===== src/rtl/udp_audio_tx_ctrl.sv =====
// Streams 16-bit audio samples from a FIFO into a UDP core as big-endian bytes,
// sending full packets when enough samples are queued and flushing partial ones on a timeout.
module udp_audio_tx_ctrl #(
    parameter int PKT_SAMPLES  = 256,
    parameter int FLUSH_CYCLES = 50000,
    parameter int GAP_CYCLES   = 16
) (
    input  logic        clk,
    input  logic        rst_n,
    input  logic        tx_en,
    input  logic [11:0] wav_rd_count,
    output logic        wav_rden,
    input  logic [15:0] wav_out_data,
    output logic        udp_send_data_valid,
    input  logic        udp_send_data_ready,
    output logic [7:0]  udp_send_data,
    output logic [15:0] udp_send_data_length,
    output logic        tx_busy,
    output logic [15:0] pkt_cnt
);

    localparam int FW = (FLUSH_CYCLES > 1) ? $clog2(FLUSH_CYCLES) : 1;
    localparam int GW = (GAP_CYCLES > 1) ? $clog2(GAP_CYCLES) : 1;
    localparam logic [11:0]   PKT_N      = 12'(PKT_SAMPLES);
    localparam logic [FW-1:0] FLUSH_LAST = FW'(FLUSH_CYCLES - 1);
    localparam logic [GW-1:0] GAP_LAST   = GW'(GAP_CYCLES - 1);

    typedef enum logic [2:0] {
        IDLE,
        RD,
        WT,
        HI,
        LO,
        GAP
    } state_t;

    state_t        state;
    state_t        state_next;
    logic [FW-1:0] flush_timer;
    logic [GW-1:0] gap_cnt;
    logic [11:0]   remaining;
    logic [15:0]   sample;

    logic          full_ready;
    logic          flush_window;
    logic          flush_due;
    logic          start_pkt;
    logic [11:0]   start_n;
    logic          sample_done;

    // A count of zero never opens the flush window, so it can never start a packet.
    assign full_ready   = tx_en && (wav_rd_count >= PKT_N);
    assign flush_window = tx_en && (wav_rd_count != 12'd0) && (wav_rd_count < PKT_N);
    assign flush_due    = flush_window && (flush_timer == FLUSH_LAST);

    assign tx_busy = (state != IDLE);

    always_comb begin
        // NOTE: every signal written here gets a default first, so no path can infer a latch.
        state_next          = state;
        start_pkt           = 1'b0;
        start_n             = PKT_N;
        sample_done         = 1'b0;
        wav_rden            = 1'b0;
        udp_send_data_valid = 1'b0;
        udp_send_data       = 8'h00;

        case (state)
            IDLE: begin
                if (full_ready) begin
                    start_pkt  = 1'b1;
                    start_n    = PKT_N;
                    state_next = RD;
                end else if (flush_due) begin
                    start_pkt  = 1'b1;
                    start_n    = wav_rd_count;
                    state_next = RD;
                end
            end
            RD: begin
                wav_rden   = 1'b1;
                state_next = WT;
            end
            WT: begin
                state_next = HI;
            end
            HI: begin
                udp_send_data_valid = 1'b1;
                udp_send_data       = sample[15:8];
                if (udp_send_data_ready) begin
                    state_next = LO;
                end
            end
            LO: begin
                udp_send_data_valid = 1'b1;
                udp_send_data       = sample[7:0];
                if (udp_send_data_ready) begin
                    sample_done = 1'b1;
                    state_next  = (remaining == 12'd1) ? GAP : RD;
                end
            end
            GAP: begin
                if (gap_cnt == GAP_LAST) begin
                    state_next = IDLE;
                end
            end
            default: begin
                state_next = IDLE;
            end
        endcase
    end

    always_ff @(posedge clk or negedge rst_n) begin
        // NOTE: sequential state uses non-blocking assignments so every register sees pre-edge values.
        if (!rst_n) begin
            state <= IDLE;
        end else begin
            state <= state_next;
        end
    end

    always_ff @(posedge clk or negedge rst_n) begin
        if (!rst_n) begin
            flush_timer          <= '0;
            gap_cnt              <= '0;
            remaining            <= 12'd0;
            sample               <= 16'h0000;
            udp_send_data_length <= 16'h0000;
            pkt_cnt              <= 16'h0000;
        end else begin
            if ((state == IDLE) && !start_pkt && flush_window) begin
                flush_timer <= flush_timer + FW'(1);
            end else begin
                flush_timer <= '0;
            end

            if ((state == GAP) && (state_next == GAP)) begin
                gap_cnt <= gap_cnt + GW'(1);
            end else begin
                gap_cnt <= '0;
            end

            // Length is captured once per packet and held through the gap.
            if (start_pkt) begin
                remaining            <= start_n;
                udp_send_data_length <= {3'b000, start_n, 1'b0};
            end else if (sample_done) begin
                remaining <= remaining - 12'd1;
            end

            if (state == WT) begin
                sample <= wav_out_data;
            end

            if (sample_done && (remaining == 12'd1)) begin
                pkt_cnt <= pkt_cnt + 16'd1;
            end
        end
    end

endmodule


===== config.mk =====
export PLATFORM = sky130hd
export DESIGN_NAME = udp_audio_tx_ctrl
export DESIGN_NICKNAME = d
export VERILOG_FILES = /design/src/rtl/udp_audio_tx_ctrl.sv
export SDC_FILE = /design/constraint.sdc
export NUM_CORES = 1
export LEC_CHECK = 0
export CAP_MARGIN = 20
export CORE_MARGIN = 1.5
export CORE_UTILIZATION = 47
export DETAILED_ROUTE_END_ITERATION = 10
export HOLD_SLACK_MARGIN = 0.08
export PLACE_DENSITY = 0.77
export SLEW_MARGIN = 25
export SYNTH_ARGS = -nofsm -noshare
export SYNTH_HDL_FRONTEND = slang
export SYNTH_SLANG_ARGS = --single-unit

===== constraint.sdc =====
create_clock -name clk -period 1.9 [get_ports clk]
set_input_delay 0.38 -clock clk [delete_from_list [all_inputs] [get_ports clk]]
set_output_delay 0.38 -clock clk [all_outputs]
set_load 0.05 [all_outputs]

# == Word level (Yosys, flattened, before mapping) ==
# Cells that the tools add are included.
# word_totals
regBits,79
in_bits,32
output_inout_bits,43
word_cells,58
# classes
add_sub_neg,4
order_cmp,2
n_eq_ne,9
mux,22
n_reduce_logical,14
# ops
op,n
two-way mux 12 bit,5
adder 16 x 1 -> 16 bit (second input constant),2
two-way mux 3 bit,6
case mux 3 bit (6 select lines),1
equality test 16 bit (second input constant),1
two-way mux 16 bit,1
case mux 8 bit (2 select lines),1
equality test 12 x 1 -> 1 bit (second input constant),1
>= comparator 12 x 9 -> 1 bit (second input constant),1
< comparator 12 x 9 -> 1 bit (second input constant),1
nonzero test 12 bit,1
subtractor 12 x 1 -> 12 bit (second input constant),1
equality test 3 bit (second input constant),3
logical AND 1 bit,8
two-way mux 1 bit,7
equality test 3 x 2 -> 1 bit (second input constant),2
adder 4 x 1 -> 4 bit (second input constant),1
equality test 4 bit (second input constant),1
two-way mux 4 bit,1
equality test 3 x 1 -> 1 bit (second input constant),1
zero test 3 bit,1
nonzero test 3 bit,1
nonzero test 2 bit,1
OR reduction 2 bit,1
zero test 1 bit,1

# == Depth between registers and ports, before layout ==
# Gate-level depths: netlist of the first run.
# logic_depth
ltp_word,11
depth_mapped,9
ltp_nobuf,7

# == Least setup slack after synthesis of the first run ==
# OpenSTA, ideal clock, no wires.
# synth_path
path_kind,flip-flop to flip-flop
start,register pkt_cnt[2]
end,register pkt_cnt[14]
setup_ps,141
t_arrival_ps,1849
required_time_ps,1759
slack_ps,-90
path_stages_with_launch,7
path_buffers,0
synth_period_minus_slack_ps,1990
cell_sequence,dfrtp_1 > and4_1 > and3_1 > and3_1 > and4_1 > nand4_1 > xnor2_1
# synth_between
elab_chain_len,1
# synth_lines
item,line,source
"start, declared",19,output logic [15:0] pkt_cnt
"start signal, assigned",156,pkt_cnt <= pkt_cnt + 16'd1;
adder 16 x 1 -> 16 bit,156,
# Every way passes these cells.
# A chain may end at the register's enable or synchronous reset.

# == Worst setup path in the final report of the first run ==
# layout_path
start,register state[1]
end,output port udp_send_data_valid
# layout_between
elab_chain_len,3
word_cells_on_any_way,4
classes_between,2 x eq/ne; 1 x mux; 1 x reduce/logical
# layout_lines
item,line,source
"start, declared",37,state_t state;
"start signal, assigned",118,state <= state_next;
equality test 3 bit or equality test 3 x 2 -> 1 bit (tied branches),68,case (state)
OR reduction 2 bit (no line) (*),n/a,
two-way mux 1 bit (*),68,
"end, declared",14,"output logic udp_send_data_valid,"
# Mark *: on every way between the ends. The rest lies on a longest branch, timed or not.

==> results of run 1 <==
-- per-layer routing --
| metal | vias to the layer above | GRT usage [%] | wire, um |
|---|---|---|---|
| met2 | 88 | 40.13 | 5058 |
| li1 | 1537 | - | - |
| met4 | 0 | 8.462 | 167 |
| met5 | - | 0 | 0 |
| met1 | 1612 | 27.42 | 3929 |
| met3 | 14 | 3.941 | 384 |
-- through the flow --
step | setup slack, ns | TNS, ns | instances | util (%) | total power, mW
3_3_place_gp | -0.4911 | -10.21 | 575 | 66.32 | 4.899
5_1_grt | -0.1432 | -3.207 | 607 | 74.53 | 6.951
3_5_place_dp | -0.5242 | -12.86 | 575 | 66.32 | 4.989
2_1_floorplan | 0.006250 | 0 | 349 | - | 3.749
6_report | -0.08278 | -1.049 | 607 | 74.53 | 6.636
4_1_cts | -0.08885 | -1.125 | 603 | 71.96 | 6.463
-- state kept, by name, indices dropped and copies added (netlist names) --
register and flops:
sample 16, state 3, udp_send_data_length 12, pkt_cnt 16
remaining 12, gap_cnt 4, flush_timer 16
-- cell families after synthesis --
group	after synthesis
AND/OR/NAND/NOR	140
adder cells (fa/ha/maj)	5
AO/OA/AOI/OAI	51
multiplexers	17
XOR/XNOR	31
buffers and inverters	22
other	1
flip-flops	79
-- synthesized netlist by cell type (9+ instances only) --
master / instances / area share, %
dfrtp_1: 79 / 52
nand2_1: 31 / 3.1
nor2_1: 30 / 3.0
nand3_1: 19 / 2.5
xnor2_1: 19 / 4.4
mux2_2: 17 / 5.1
o21ai_0: 12 / 1.6
xor2_1: 12 / 2.8
a22o_1: 11 / 2.6
inv_1: 10 / 1.0
nand4_1: 10 / 1.7
and2_1: 9 / 1.5
-- how the worst min path moves through the flow --
stage | endpoint | cells after the start | startpoint
floorplan | flush_timer[0] | 0 | rst_n
global placement | udp_send_data_length[7] | 1 | rst_n
detailed placement | udp_send_data_length[7] | 1 | rst_n
CTS | gap_cnt[0] | 1 | gap_cnt[0]
global route | udp_send_data_length[9] | 4 | wav_rd_count[8]
finish | udp_send_data_length[9] | 4 | wav_rd_count[8]
-- critical path, cell delays in order (launching register included) --
cell and delay [ns]:
dfrtp_1 0.40, buf_6 0.13, buf_4 0.13, nand2b_4 0.10, nor2_4 0.08, or2_4 0.26, buf_12 0.15
-- power groups by stage --
stage / logic, mW / clock network (mW) / registers [mW]
final: 3.30 / 1.09 / 2.25
after global routing: 3.49 / 1.18 / 2.28
after CTS: 3.12 / 1.11 / 2.23
after detailed placement: 2.77 / 0 / 2.22
after global placement: 2.70 / 0 / 2.20
after floorplan: 1.50 / 0 / 2.25
-- layout make-up --
class                   count  area, um^2
inverters                  10       40.04
clock inverters             3       20.02
well taps                 102       127.6
fillers                   500        1968
flip-flops and latches     79        1982
repair buffers            151        1418
multi-input cells         249        2023
clock buffers              13       148.9
-- what timing repair did --
action                                 in CTS  in global routing
hold buffers                                1                  0
endpoints found under the hold margin      33                  0
setup buffers                              11                  5
pin swaps                                  23                 30
cloned                                      2                  0
gates resized for setup                    46                 41
setup endpoints to repair                  46                 60
==> flow_metrics.tcl, run 1 <==
set metrics [dict create \
    status "finished, violations left" \
    violations "setup timing" \
    hold_ws_ns 0.4304 \
    required_ns 1.52 \
    power.internal_mw 4.199 \
    p_sw_mw 2.437 \
    worst-r2r-cell-count 7 \
    clk_pin_slew_worst_paths_ns 0.08 \
    drive_gt1_share_pct 41.58 \
    synth_top_flop_cell "dfrtp_1" \
    drc 0 \
    dpl.hpwl_um 6486 \
    synth_fa_ha_area_share_pct 1.659 \
    grtUsageTotal_pct 22.65 \
    syn_inst 346 \
    grt_first_pass_wirelength_um 15180 \
    async_flop_share_pct 100.0 \
    synthXorXnorAreaFrac_pct 7.200 \
    sequentialPowerShare_pct 33.8 \
    yosysSeqAreaShare_pct 52.42 \
    critPathKind "reg -> out" \
    comb_power_share_pct 49.7 \
    clock_path_buffers 2 \
    place_area_um2 5125 \
    crit_path_end "udp_send_data_valid" \
    switching_share_pct 36.73 \
    peakVddDrop_mv 0.6278 \
    numClockSinks 79 \
    area.growth.synth_to_final_pct 52.72 \
    final_nets 537 \
    grt_max_degree 36 \
    dr.pass1.iters 4 \
    hold_viol 0 \
    gp_congestion 0.8238 \
    critPathLaunch "state[1]" \
    leakage_nw 2.733 \
    wl_per_cell_um 15.71 \
    skew_ns 0.01183 \
    synth-edff-count 0 \
    synth.area.mux_share_pct 5.076 \
    via_count 3251 \
    synth_top_family_by_area "simple AND/OR/NAND/NOR gates" \
    cp.arrival_ns 1.60 \
    drtAntennaViolNets 0 \
    drt_iter0_markers 122 \
    cts_tree "built" \
    min_path_type "in -> reg" \
    finalSetupViolCount 19 \
    grt_pass1_vias 3282 \
    overflow 0 \
    post-route-worst-setup-slack_ns -0.08278 \
    synth-simple-area-share_pct 20.80 \
    pwr_density_cell_nw_per_um2 1152 \
    design_area_um2 5759 \
    synth_seq_cells 79 \
    reg2reg_slack_ns -0.05 \
    tightest_slew_ns 0.4982 \
    die_area_um2 8570 \
    reg2reg_from "flush_timer[4]" \
    mostFrequentLayoutCells "93 x buf_4, 75 x dfrtp_1, 28 x nor2_1" \
    min_period_ns 1.983 \
    die_h_um 92.58 \
    num_antenna_cells 0 \
    clock_latency_ns 0.35 \
    ioPinCount 75 \
    slew_violations 0 \
    cts_root_buf "clkbuf_8" \
    fin_crit_sh_pct 104.4 \
    p_clk_share_pct 16.4 \
    synth_compound_area_share_pct 9.555 \
    syn_area_um2 3771 \
    wirelength_um 9539 \
    avgSynthCellArea_um2 10.90 \
    yosys_warnings 0 \
    rsz0062_at_grt "true" \
    critPathLaunchType "flip-flop" \
    endpoint_kind "primary output" \
    core_area_um2 7727 \
    dieWidth_um 92.58 \
    max_freq_ghz 0.5043 \
    rr_endpoint "remaining[7]" \
    maxCapViolCount 0 \
    grt_antenna_before_repair 0 \
    initial_utilization_pct 48.80 \
    relSlewSlack_pct 66.73 \
    htreeDepth 3 \
    final_common_cell "buf_4" \
    cts_buffers 9 \
    num_rows 32 \
    crit_fanout 5 \
    synth_cell_types 52 \
    via_per_inst 5.356 \
    io_buffers 70 \
]
Note: power is estimated with default switching activity, not from simulation.
==> run 2: changes to the inputs <==
- CTS_CLUSTER_DIAMETER: unset -> 120
- GPL_ROUTABILITY_DRIVEN: unset -> 0
==> results of run 2 <==
Same layout as run 1: the final DEF is identical, and so are final timing and power.
==> run 3: changes to the inputs <==
- CORE_MARGIN: 1.5 -> 2
==> flow_metrics.tcl, run 3 (same netlist as run 1, synthesis figures left out) <==
set metrics [dict create \
    core_area_um2 7767 \
    post-route-worst-setup-slack_ns -0.1296 \
    grt_pass1_vias 3322 \
    status "finished, violations left" \
    dieWidth_um 93.58 \
    setup_tns_ns -1.525 \
    wl_met2_um 5749 \
    crit_fanout 5 \
    htreeDepth 3 \
    cts_buffers 9 \
    peakVddDrop_mv 0.6033 \
    skew_ns 0.01179 \
    grt_antenna_before_repair 0 \
    dp.cells 577 \
    via_per_inst 5.489 \
    cp.arrival_ns 1.65 \
    ioPinCount 75 \
    overflow 0 \
    num_rows 32 \
    fin_util_pct 76.76 \
    pwr_density_cell_nw_per_um2 1224 \
    min_path_type "in -> async" \
    top_layer "met4" \
    drive_gt1_share_pct 43.05 \
    max_freq_ghz 0.4927 \
    dr.pass1.iters 4 \
    hold_ws_ns 0.4050 \
    dpl.hpwl_um 6431 \
    critPathLaunchType "flip-flop" \
    finalPower_mw 7.296 \
    grt_max_degree 48 \
    tightest_slew_ns 0.4993 \
    top_regs "flush_timer: 16 flops, pkt_cnt: 16 flops, sample: 16 flops" \
    violations "setup timing" \
    drt_iter0_markers 138 \
    wirelength_um 10790 \
    final_nets 544 \
    min_period_ns 2.030 \
    maxCapViolCount 0 \
    cts_root_buf "clkbuf_8" \
    io_buffers 70 \
    fin_crit_sh_pct 106.8 \
    hold_viol 0 \
    area.growth.synth_to_final_pct 58.10 \
    wl_met1_um 4333 \
    grtUsageTotal_pct 23.79 \
    clock_latency_ns 0.36 \
    num-fill-cells 472 \
    finalSetupViolCount 23 \
    numClockSinks 79 \
    mostFrequentLayoutCells "92 x buf_4, 75 x dfrtp_1, 28 x nor2_1" \
    num_antenna_cells 0 \
    drtAntennaViolNets 0 \
    drc 0 \
    clk_pin_slew_worst_paths_ns 0.08 \
    rsz0062_at_grt "true" \
    critPathKind "reg -> out" \
    final_common_cell "buf_4" \
    leakage_nw 2.828 \
    initial_utilization_pct 48.55 \
    relSlewSlack_pct 66.66 \
    wl_per_cell_um 17.60 \
    wl_met3_um 461 \
    fin_cells 613 \
    required_ns 1.52 \
    clock_path_buffers 2 \
    cts_tree "built" \
    die_h_um 93.58 \
    slew_violations 0 \
    endpoint_kind "primary output" \
    via_count 3365 \
    die_area_um2 8756 \
    grt_first_pass_wirelength_um 16240 \
]
run 3: cell types whose count changed in the layout (fill, tap and decap cells not counted), sizes merged:
| cell | delta |
|---|---|
| buf | +5 |
| bufinv | +3 |
| dlygate4sd2 | +3 |
| bufbuf | +1 |
| clkbuf | -1 |
| clkdlybuf4s50 | -1 |
| clkinv | -1 |
| clkinvlp | -1 |
| dlymetal6s2s | -1 |
| inv | -1 |
run 3: what timing repair did:
item	4_1_cts	5_1_grt
gates cloned	3	0
pin swaps	16	48
hold buffers	1	0
hold endpoints to repair	11	0
endpoints found under the setup margin	43	47
setup buffers	12	7
gates resized for setup	44	55
run 3: cell type report:
class / count / area, um^2 / share of cell area, %
sequential: 79 / 1982 / 33.24
timing repair buffer: 158 / 1510 / 25.33
inverter: 10 / 41.29 / 0.6925
clock inverter: 3 / 90.09 / 1.511
clock buffer: 12 / 155.1 / 2.602
multi-input combinational: 249 / 2056 / 34.48
tap: 102 / 127.6 / 2.141
run 3: power by group:
| part | total (mW) | switching [mW] | internal, mW |
|---|---|---|---|
| logic | 3.47 | 1.69 | 1.77 |
| clock network | 1.55 | 0.608 | 0.939 |
| registers | 2.28 | 0.292 | 1.99 |
run 3: stage by stage:
stage | cell area [um^2] | setup slack [ns]
2_1_floorplan | 3819 | 0.006250
3_3_place_gp | 5142 | -0.5878
3_5_place_dp | 5142 | -0.5969
4_1_cts | 5689 | -0.07915
5_1_grt | 5962 | -0.2060
6_report | 5962 | -0.1296
run 3: worst paths after layout:
| kind | from | endpoint | slack, ns | depth (start not counted) |
|---|---|---|---|---|
| worst max-delay path | state[0] | udp_send_data[4] | -0.13 | 5 |
| worst min-delay path | rst_n | udp_send_data_length[5] | 0.40 | 2 |
| worst max register to register | remaining[1] | pkt_cnt[4] | -0.09 | 7 |
| worst min register to register | gap_cnt[0] | gap_cnt[0] | 0.48 | 1 |
| max in group asynchronous | rst_n | sample[12] | 0.96 | 3 |
| min in group clk | wav_rd_count[8] | udp_send_data_length[9] | 0.43 | 4 |
run 3: per-layer routing:
| layer | vias to the layer above | track usage, % |
|---|---|---|
| li1 | 1542 | - |
| met2 | 109 | 41.49 |
| met3 | 25 | 3.304 |
| met4 | 0 | 10.27 |
| met5 | - | 0 |
| met1 | 1689 | 29.53 |
run 3: critical path, cell delays in order, from the launching register on:
cell and delay [ns]:
dfrtp_1 0.40, buf_6 0.14, clkinvlp_4 0.17, nor2_4 0.26, a22o_4 0.19, buf_12 0.13
